File: config.mk
export PLATFORM = sky130hd
export DESIGN_NAME = alu_arbiter_flat
export DESIGN_NICKNAME = d
export VERILOG_FILES = /design/src/rtl/alu_arbiter_if.sv /design/src/rtl/alu_arbiter.sv /design/src/flat_wrapper.sv
export SDC_FILE = /design/constraint.sdc
export NUM_CORES = 1
export LEC_CHECK = 0
export ABC_AREA = 1
export ABC_CLOCK_PERIOD_IN_PS = 5700
export CAP_MARGIN = 30
export CORE_AREA = 4 4 122 124
export CTS_CLUSTER_DIAMETER = 40
export DETAILED_ROUTE_END_ITERATION = 8
export DIE_AREA = 0 0 126 128
export GPL_TIMING_DRIVEN = 0
export PLACE_DENSITY = 0.68
export SYNTH_ARGS = -nofsm -noshare
export SYNTH_HDL_FRONTEND = slang
export SYNTH_SLANG_ARGS = --single-unit
export TNS_END_PERCENT = 20
File: constraint.sdc
create_clock -name CLK -period 5.7 [get_ports CLK]
set_clock_uncertainty 0.2 [all_clocks]
set_input_delay 1.14 -clock CLK [delete_from_list [all_inputs] [get_ports CLK]]
set_output_delay 1.14 -clock CLK [all_outputs]
set_load 0.01 [all_outputs]
File: src/rtl/alu_arbiter_if.sv
// Bundles the two requester ports, the two response buffers and the
// shared-ALU drive/return signals of alu_arbiter.
// slave  : arbiter side.
// master : environment side (requesters plus the shared ALU).
interface alu_arbiter_if;
  // requester 0
  logic        req0_valid;
  logic        req0_ready;
  logic [3:0]  req0_aluop;
  logic [31:0] req0_a;
  logic [31:0] req0_b;
  // requester 1
  logic        req1_valid;
  logic        req1_ready;
  logic [3:0]  req1_aluop;
  logic [31:0] req1_a;
  logic [31:0] req1_b;
  // response buffer 0
  logic        rsp0_valid;
  logic        rsp0_ready;
  logic [31:0] rsp0_out;
  logic        rsp0_z;
  logic        rsp0_n;
  logic        rsp0_v;
  // response buffer 1
  logic        rsp1_valid;
  logic        rsp1_ready;
  logic [31:0] rsp1_out;
  logic        rsp1_z;
  logic        rsp1_n;
  logic        rsp1_v;
  // shared ALU
  logic [3:0]  alu_aluop;
  logic [31:0] alu_a;
  logic [31:0] alu_b;
  logic [31:0] alu_out;
  logic        alu_z;
  logic        alu_n;
  logic        alu_v;

  modport slave (
    input  req0_valid, req0_aluop, req0_a, req0_b,
    input  req1_valid, req1_aluop, req1_a, req1_b,
    output req0_ready, req1_ready,
    output rsp0_valid, rsp0_out, rsp0_z, rsp0_n, rsp0_v,
    output rsp1_valid, rsp1_out, rsp1_z, rsp1_n, rsp1_v,
    input  rsp0_ready, rsp1_ready,
    output alu_aluop, alu_a, alu_b,
    input  alu_out, alu_z, alu_n, alu_v
  );

  modport master (
    output req0_valid, req0_aluop, req0_a, req0_b,
    output req1_valid, req1_aluop, req1_a, req1_b,
    input  req0_ready, req1_ready,
    input  rsp0_valid, rsp0_out, rsp0_z, rsp0_n, rsp0_v,
    input  rsp1_valid, rsp1_out, rsp1_z, rsp1_n, rsp1_v,
    output rsp0_ready, rsp1_ready,
    input  alu_aluop, alu_a, alu_b,
    output alu_out, alu_z, alu_n, alu_v
  );
endinterface

File: src/rtl/alu_arbiter.sv
// alu_arbiter: shares one combinational ALU between two requesters.
// Each requester owns a one-entry response buffer (EMPTY/FULL); a FULL
// buffer being drained this cycle may be refilled at the same edge.
// Build option: define ALU_ARB_RR_EN for round-robin arbitration;
// otherwise requester 0 has fixed priority and no pointer state exists.
module alu_arbiter #(
  parameter int unsigned NREQ = 2
) (
  input logic           CLK,
  input logic           RST,
  alu_arbiter_if.slave  bus
);

  localparam logic [0:0] BUF_EMPTY = 1'b0;
  localparam logic [0:0] BUF_FULL  = 1'b1;

  // buffer state and payload, payload packed as {v, n, z, out}
  logic [0:0]  buf0_q, buf0_d;
  logic [0:0]  buf1_q, buf1_d;
  logic [34:0] data0_q, data0_d;
  logic [34:0] data1_q, data1_d;

  logic [NREQ-1:0] drain;
  logic [NREQ-1:0] elig;
  logic [NREQ-1:0] grant;

  // eligibility: valid request and a buffer that is empty or draining now
  always_comb begin
    drain    = '0;
    elig     = '0;
    drain[0] = (buf0_q == BUF_FULL) && bus.rsp0_ready;
    drain[1] = (buf1_q == BUF_FULL) && bus.rsp1_ready;
    elig[0]  = bus.req0_valid && ((buf0_q == BUF_EMPTY) || drain[0]);
    elig[1]  = bus.req1_valid && ((buf1_q == BUF_EMPTY) || drain[1]);
  end

`ifdef ALU_ARB_RR_EN
  logic ptr_q, ptr_d;

  // round-robin grant: pointer breaks ties, lone eligible requester wins
  always_comb begin
    grant = '0;
    ptr_d = ptr_q;
    if (!RST) begin
      if (elig[0] && elig[1]) begin
        grant[ptr_q] = 1'b1;
      end else begin
        grant = elig;
      end
    end
    if (grant[0]) begin
      ptr_d = 1'b1;
    end else if (grant[1]) begin
      ptr_d = 1'b0;
    end
  end

  // pointer register, returns to requester 0 on reset
  always_ff @(posedge CLK) begin
    if (RST) begin
      ptr_q <= 1'b0;
    end else begin
      ptr_q <= ptr_d;
    end
  end
`else
  // fixed-priority grant: requester 0 always wins
  always_comb begin
    grant = '0;
    if (!RST) begin
      grant[0] = elig[0];
      grant[1] = elig[1] && !elig[0];
    end
  end
`endif

  assign bus.req0_ready = grant[0];
  assign bus.req1_ready = grant[1];

  // ALU operand mux: granted requester, requester 0 when idle
  always_comb begin
    bus.alu_aluop = bus.req0_aluop;
    bus.alu_a     = bus.req0_a;
    bus.alu_b     = bus.req0_b;
    if (grant[1]) begin
      bus.alu_aluop = bus.req1_aluop;
      bus.alu_a     = bus.req1_a;
      bus.alu_b     = bus.req1_b;
    end
  end

  // buffer next state: refill on grant has precedence over drain
  always_comb begin
    buf0_d  = buf0_q;
    buf1_d  = buf1_q;
    data0_d = data0_q;
    data1_d = data1_q;
    if (grant[0]) begin
      buf0_d  = BUF_FULL;
      data0_d = {bus.alu_v, bus.alu_n, bus.alu_z, bus.alu_out};
    end else if (drain[0]) begin
      buf0_d  = BUF_EMPTY;
    end
    if (grant[1]) begin
      buf1_d  = BUF_FULL;
      data1_d = {bus.alu_v, bus.alu_n, bus.alu_z, bus.alu_out};
    end else if (drain[1]) begin
      buf1_d  = BUF_EMPTY;
    end
  end

  // response buffer registers, cleared on reset
  always_ff @(posedge CLK) begin
    if (RST) begin
      buf0_q  <= BUF_EMPTY;
      buf1_q  <= BUF_EMPTY;
      data0_q <= '0;
      data1_q <= '0;
    end else begin
      buf0_q  <= buf0_d;
      buf1_q  <= buf1_d;
      data0_q <= data0_d;
      data1_q <= data1_d;
    end
  end

  assign bus.rsp0_valid = (buf0_q == BUF_FULL);
  assign bus.rsp0_out   = data0_q[31:0];
  assign bus.rsp0_z     = data0_q[32];
  assign bus.rsp0_n     = data0_q[33];
  assign bus.rsp0_v     = data0_q[34];
  assign bus.rsp1_valid = (buf1_q == BUF_FULL);
  assign bus.rsp1_out   = data1_q[31:0];
  assign bus.rsp1_z     = data1_q[32];
  assign bus.rsp1_n     = data1_q[33];
  assign bus.rsp1_v     = data1_q[34];

endmodule

File: src/flat_wrapper.sv
// flat-port wrapper written by rule: the top's interface ports become plain ports
module alu_arbiter_flat 
#(
  parameter int unsigned NREQ = 2
)
  (CLK, RST, bus_req0_valid, bus_req0_aluop, bus_req0_a, bus_req0_b, bus_req1_valid, bus_req1_aluop, bus_req1_a, bus_req1_b, bus_req0_ready, bus_req1_ready, bus_rsp0_valid, bus_rsp0_out, bus_rsp0_z, bus_rsp0_n, bus_rsp0_v, bus_rsp1_valid, bus_rsp1_out, bus_rsp1_z, bus_rsp1_n, bus_rsp1_v, bus_rsp0_ready, bus_rsp1_ready, bus_alu_aluop, bus_alu_a, bus_alu_b, bus_alu_out, bus_alu_z, bus_alu_n, bus_alu_v);
  alu_arbiter_if bus_i ();
  input logic CLK;
  input logic RST;
  input wire logic [$bits(bus_i.req0_valid)-1:0] bus_req0_valid;
  input wire logic [$bits(bus_i.req0_aluop)-1:0] bus_req0_aluop;
  input wire logic [$bits(bus_i.req0_a)-1:0] bus_req0_a;
  input wire logic [$bits(bus_i.req0_b)-1:0] bus_req0_b;
  input wire logic [$bits(bus_i.req1_valid)-1:0] bus_req1_valid;
  input wire logic [$bits(bus_i.req1_aluop)-1:0] bus_req1_aluop;
  input wire logic [$bits(bus_i.req1_a)-1:0] bus_req1_a;
  input wire logic [$bits(bus_i.req1_b)-1:0] bus_req1_b;
  output wire logic [$bits(bus_i.req0_ready)-1:0] bus_req0_ready;
  output wire logic [$bits(bus_i.req1_ready)-1:0] bus_req1_ready;
  output wire logic [$bits(bus_i.rsp0_valid)-1:0] bus_rsp0_valid;
  output wire logic [$bits(bus_i.rsp0_out)-1:0] bus_rsp0_out;
  output wire logic [$bits(bus_i.rsp0_z)-1:0] bus_rsp0_z;
  output wire logic [$bits(bus_i.rsp0_n)-1:0] bus_rsp0_n;
  output wire logic [$bits(bus_i.rsp0_v)-1:0] bus_rsp0_v;
  output wire logic [$bits(bus_i.rsp1_valid)-1:0] bus_rsp1_valid;
  output wire logic [$bits(bus_i.rsp1_out)-1:0] bus_rsp1_out;
  output wire logic [$bits(bus_i.rsp1_z)-1:0] bus_rsp1_z;
  output wire logic [$bits(bus_i.rsp1_n)-1:0] bus_rsp1_n;
  output wire logic [$bits(bus_i.rsp1_v)-1:0] bus_rsp1_v;
  input wire logic [$bits(bus_i.rsp0_ready)-1:0] bus_rsp0_ready;
  input wire logic [$bits(bus_i.rsp1_ready)-1:0] bus_rsp1_ready;
  output wire logic [$bits(bus_i.alu_aluop)-1:0] bus_alu_aluop;
  output wire logic [$bits(bus_i.alu_a)-1:0] bus_alu_a;
  output wire logic [$bits(bus_i.alu_b)-1:0] bus_alu_b;
  input wire logic [$bits(bus_i.alu_out)-1:0] bus_alu_out;
  input wire logic [$bits(bus_i.alu_z)-1:0] bus_alu_z;
  input wire logic [$bits(bus_i.alu_n)-1:0] bus_alu_n;
  input wire logic [$bits(bus_i.alu_v)-1:0] bus_alu_v;
  assign bus_i.req0_valid = bus_req0_valid;
  assign bus_i.req0_aluop = bus_req0_aluop;
  assign bus_i.req0_a = bus_req0_a;
  assign bus_i.req0_b = bus_req0_b;
  assign bus_i.req1_valid = bus_req1_valid;
  assign bus_i.req1_aluop = bus_req1_aluop;
  assign bus_i.req1_a = bus_req1_a;
  assign bus_i.req1_b = bus_req1_b;
  assign bus_req0_ready = bus_i.req0_ready;
  assign bus_req1_ready = bus_i.req1_ready;
  assign bus_rsp0_valid = bus_i.rsp0_valid;
  assign bus_rsp0_out = bus_i.rsp0_out;
  assign bus_rsp0_z = bus_i.rsp0_z;
  assign bus_rsp0_n = bus_i.rsp0_n;
  assign bus_rsp0_v = bus_i.rsp0_v;
  assign bus_rsp1_valid = bus_i.rsp1_valid;
  assign bus_rsp1_out = bus_i.rsp1_out;
  assign bus_rsp1_z = bus_i.rsp1_z;
  assign bus_rsp1_n = bus_i.rsp1_n;
  assign bus_rsp1_v = bus_i.rsp1_v;
  assign bus_i.rsp0_ready = bus_rsp0_ready;
  assign bus_i.rsp1_ready = bus_rsp1_ready;
  assign bus_alu_aluop = bus_i.alu_aluop;
  assign bus_alu_a = bus_i.alu_a;
  assign bus_alu_b = bus_i.alu_b;
  assign bus_i.alu_out = bus_alu_out;
  assign bus_i.alu_z = bus_alu_z;
  assign bus_i.alu_n = bus_alu_n;
  assign bus_i.alu_v = bus_alu_v;
  alu_arbiter #(.NREQ(NREQ)) u_core (.CLK(CLK), .RST(RST), .bus(bus_i));
endmodule
=== Word-level counts from Yosys, hierarchy flattened ===
Index checks and enable logic that the tools add are counted.

* Register bits after elaboration: 72
* Latch bits: 0
* Output and inout bits: 142
* Bits of input ports: 177
* RAM bits: 0
* Logic and storage cells: 24
* Memories: 0
* Memory bits (read-only): 0

* $lt $le $gt $ge: 0
* Shifts and indexed selects: 0
* $add $sub $neg: 0
* Multiply operators: 0
* Div/mod/pow operators: 0
* Reduce and logical (&&, ||, !) cells: 10
* Bitwise gates (word level): 2
* Equal/unequal tests: 0
* Muxes and demuxes: 8

{| class="wikitable"
|+ Operators by type and width
! operator !! number
|-
| $mux W32 || 2
|-
| $logic_and A1 B1 Y1 || 5
|-
| $mux W1 || 4
|-
| $mux W4 || 1
|-
| $reduce_bool A2 Y1 || 2
|-
| $logic_or A1 B1 Y1 || 2
|-
| $mux W2 || 1
|-
| $not A1 Y1 || 2
|-
| $logic_not A1 Y1 || 1
|}

=== Depth between registers and ports, before layout ===
* Word-level depth: 7
* Gate-level depth with buffers: 10
* Depth with buffers taken out: 7

=== Worst setup path after synthesis ===
No wires, ideal clock.

* Path type: input-to-output
* Start: input RST
* End: output bus_alu_b[12]
* Cell stages on the path: 10
* Path buffers: 3
* Arrival time: 2.165 ns
* Slack: 2.195 ns
* Data required time: 4.360 ns
* Cell sequence: buf_2 inv_2 nand2_2 nor2_4 nand2_2 inv_2 buf_4 buf_6 nand2_1 nand2_1

* Cells in the longest elaborated chain, start to end: 2

{| class="wikitable"
|+ RTL lines
! what !! line !! text
|-
| start, declared || flat_wrapper.sv:9 || <nowiki>input logic RST;</nowiki>
|-
| $mux W2 || alu_arbiter.sv:70 || <nowiki>if (!RST) begin</nowiki>
|-
| $mux W32 || alu_arbiter.sv:85 || <nowiki>if (grant[1]) begin</nowiki>
|-
| end, declared || flat_wrapper.sv:34 || <nowiki>output wire logic [$bits(bus_i.alu_b)-1:0] bus_alu_b;</nowiki>
|}

Every way passes these cells.

=== Worst setup path after layout ===
* Start: input bus_rsp0_ready
* End: output bus_alu_a[25]

* Cells in the longest elaborated chain, start to end: 7

{| class="wikitable"
|+ RTL lines
! what !! line !! text
|-
| start, declared || flat_wrapper.sv:30 || <nowiki>input wire logic [$bits(bus_i.rsp0_ready)-1:0] bus_rsp0_ready;</nowiki>
|-
| $logic_and A1 B1 Y1 || alu_arbiter.sv:31 || <nowiki>drain[0] = (buf0_q == BUF_FULL) && bus.rsp0_ready;</nowiki>
|-
| $logic_or A1 B1 Y1 || alu_arbiter.sv:33 || <nowiki>elig[0] = bus.req0_valid && ((buf0_q == BUF_EMPTY) || drain[0]);</nowiki>
|-
| $logic_and A1 B1 Y1 || alu_arbiter.sv:33 ||
|-
| $logic_not A1 Y1 || alu_arbiter.sv:72 || <nowiki>grant[1] = elig[1] && !elig[0];</nowiki>
|-
| $logic_and A1 B1 Y1 || alu_arbiter.sv:72 ||
|-
| $mux W2 || alu_arbiter.sv:70 ||
|-
| $mux W32 || alu_arbiter.sv:85 ||
|-
| end, declared || flat_wrapper.sv:33 || <nowiki>output wire logic [$bits(bus_i.alu_a)-1:0] bus_alu_a;</nowiki>
|}

Every way passes these cells.

==> metrics.md <==
| Metric | Value |
|---|---|
| Outcome | `complete, no violations` |
| Fin util | `0.536` |
| Vias in the first global route | `between 4000 and 5000` |
| Peak supply drop | `0.274 mV` |
| RR Startpoint | `u_core.bus.rsp0_valid` |
| R2R depth | `6` |
| Critical path launch point | `bus_rsp0_ready` |
| GRT Max-Usage Layer | `met2` |
| Synthesis Warnings | `0` |
| Crit path to | `bus_alu_a[25]` |
| Grt met2 use | `0.380` |
| Final hold vios | `0` |
| Fin crit share | `0.855` |
| Row cnt | `between 40 and 50` |
| Setup CP Type | `primary input to primary output` |
| Vias | `4827` |
| Post-Synthesis Cells | `614` |
| Syn Area/Cell | `approximately 6.0 um^2` |
| Slew HR | `0.602` |
| Clk_lat worst skew | `around 0.33 ns` |
| Starting Density | `0.265` |
| GRT Util Overall | `0.208` |
| Slew @ Worst Pin | `~0.60 ns` |
| GP Congestion | `0.869` |
| Fillers | `1375` |
| Tot Pwr | `around 1.6 mW` |
| Clock Sinks | `72` |
| Fmax | `0.205 GHz` |
| Post-synth top area cell | `dfxtp_1` |
| Postcts setup bufs | `0` |
| HPWL after DPL | `around 15000 um` |
| Worst Setup End Kind | `primary output` |
| Final min period | `4.88 ns` |
| Die Width | `126 um` |
| DRC viols | `0` |
| TritonCTS Buffers | `9` |
| Area after DPL | `7050 um^2` |
| Design area | `7380 um^2` |
| Initial antenna violation count | `2` |
| Max FO, Critical Path | `10` |
| Multi-input logic area | `around 1900 um^2` |
| Vias per cell | `4.28` |
| Core box area | `~14000 um^2` |
| Met1 usage | `0.230` |
| CTS root buf | `clkbuf_16` |
| Most common cell after layout, fill and taps aside | `clkdlybuf4s50_1` |
| Post-Place Setup Slack | `0.790 ns` |
| Setup TNS | `0 ns` |
| Area growth syn-to-layout | `102%` |
| PnR worst setup slack | `about 0.82 ns` |
| Routed len/inst | `15.7 um` |
| Ranking of synthesized cells by area | `dfxtp_1 (39%), nand2_1 (31%), a21oi_1 (9.2%), nor2_1 (4.8%), nand3_1 (4.8%)` |
| Share of layout cells above drive strength 1 | `0.0412` |
| Post-cts resize count | `0` |
| CTS tree | `yes` |
| Leak | `3.28 nW` |
| IO Port Bufs | `317` |
| RSZ-0062 raised after global routing | `false` |
| DR pass1 iterations | `5` |
| Register Area | `1440 um^2` |
| Die height | `128 um` |
| Worst path required time | `4.36 ns` |
| CTS max path bufs | `2` |
| Mapped Area | `3650 um^2` |
| IO Pins | `319` |
| CP arrival | `~3.5 ns` |
| First-pass GRT wire length | `26300 um` |
| Initial DRC count | `between 200 and 250` |
| Startpoint Class | `primary input` |
| WL final | `17700 um` |
| Die Area | `16100 um^2` |
| Largest net degree at the start of global routing | `14` |
| Antenna viol nets, final | `0` |
| Max Slew Vio Count | `0` |
| Reg clk slew, reported paths | `0.06 ns` |
| Register area share after synthesis | `0.395` |
| Syn nets | `791` |
| Layout Nets | `1119` |
| Setup slack, reg-to-reg | `3.83 ns` |
| Global routing usage on met3 | `0.0721` |
| Top-area cell type share of the netlist area | `0.395` |
| Hold-fix buffer count after cts | `0` |
| Hold/Removal Path Class | `flop to flop` |
| Commonest non-fill, non-tap cells in the layout | `clkdlybuf4s50_1 (317), nand2_1 (301), dfxtp_1 (72), a21oi_1 (67), nor2_1 (47)` |
| Number of distinct library cells after synthesis | `16` |
| Reg-to-reg endpoint | `u_core.data0_q[5]` |
| Yosys reg bits | `72` |
| Finish-stage setup viols | `0` |
| Max_cap viols | `0` |
| PD cells | `221 nW/um^2` |
| Grt total ovfl | `0` |
| H-Tree Level Count | `3` |
-- power by group --
part / internal, mW / total (mW) / switching [mW]
sequential: 0.534 / 0.550 / 0.0152
clock: 0.397 / 0.613 / 0.216
combinational: 0.272 / 0.472 / 0.200
total: 1.20 / 1.63 / 0.431
-- worst max-delay path, stage by stage --
cell             delay [ns]
clkdlybuf4s50_1        0.45
inv_1                  0.04
nand2_1                0.06
nand2_1                0.25
nand2_2                0.27
clkbuf_1               0.49
nand2_1                0.12
nand2_1                0.14
clkdlybuf4s50_1        0.56
-- cells by family after synthesis --
family / after synthesis / synth area share
AOI/OAI and AO/OA: 72 / 0.0986
and+or+nand+nor: 386 / 0.412
DFF: 72 / 0.395
buffers and inverters: 84 / 0.0949
-- state kept, by name, indices dropped and copies added (netlist names) --
register               count
u_core.bus.rsp0_valid      1
u_core.bus.rsp1_valid      1
u_core.data0_q            35
u_core.data1_q            35
-- cell usage after synthesis --
| cell type | count |
|---|---|
| buf_2 | 16 |
| inv_1 | 38 |
| a21oi_1 | 67 |
| nand3_1 | 35 |
| dfxtp_1 | 72 |
| o21ai_0 | 5 |
| buf_6 | 1 |
| nand2_2 | 2 |
| clkbuf_1 | 21 |
| buf_1 | 4 |
| nor2_1 | 47 |
| buf_4 | 1 |
| clkinv_1 | 1 |
| nor2_4 | 1 |
| nand2_1 | 301 |
| inv_2 | 2 |
-- area by class of cell --
| class | count | share of cell area |
|---|---|---|
| antenna | 1 | 0.000339 |
| clock inverter | 6 | 0.0122 |
| timing repair buffer | 317 | 0.430 |
| buffer | 43 | 0.0261 |
| inverter | 41 | 0.0208 |
| multi-input combinational | 458 | 0.253 |
| clock buffer | 10 | 0.0324 |
| sequential | 72 | 0.195 |
| tap | 180 | 0.0305 |
-- layer usage --
layer / vias to the layer above / share of wire
li1: 2538 / -
met1: 2079 / 0.38
met2: 188 / 0.51
met3: 20 / 0.093
met4: 2 / 0.017
met5: - / 0.00040
-- how the worst min path moves through the flow --
stage,cells past startpoint,endpoint,startpoint
3_3_place_gp,2,u_core.data0_q[16],u_core.data0_q[16]
5_1_grt,2,u_core.data0_q[27],u_core.data0_q[27]
3_5_place_dp,2,u_core.data0_q[31],u_core.data0_q[31]
2_1_floorplan,2,u_core.data0_q[30],u_core.data0_q[30]
4_1_cts,2,u_core.data0_q[30],u_core.data0_q[30]
6_report,2,u_core.data0_q[31],u_core.data0_q[31]
-- through the flow --
step | hold slack [ns] | instances
CTS | 0.263 | 1127
floorplan | 0.288 | 614
detailed placement | 0.255 | 1111
finish | 0.263 | 1128
global placement | 0.252 | 1111
global route | 0.281 | 1128
Note: power is estimated with default switching activity, not from simulation.
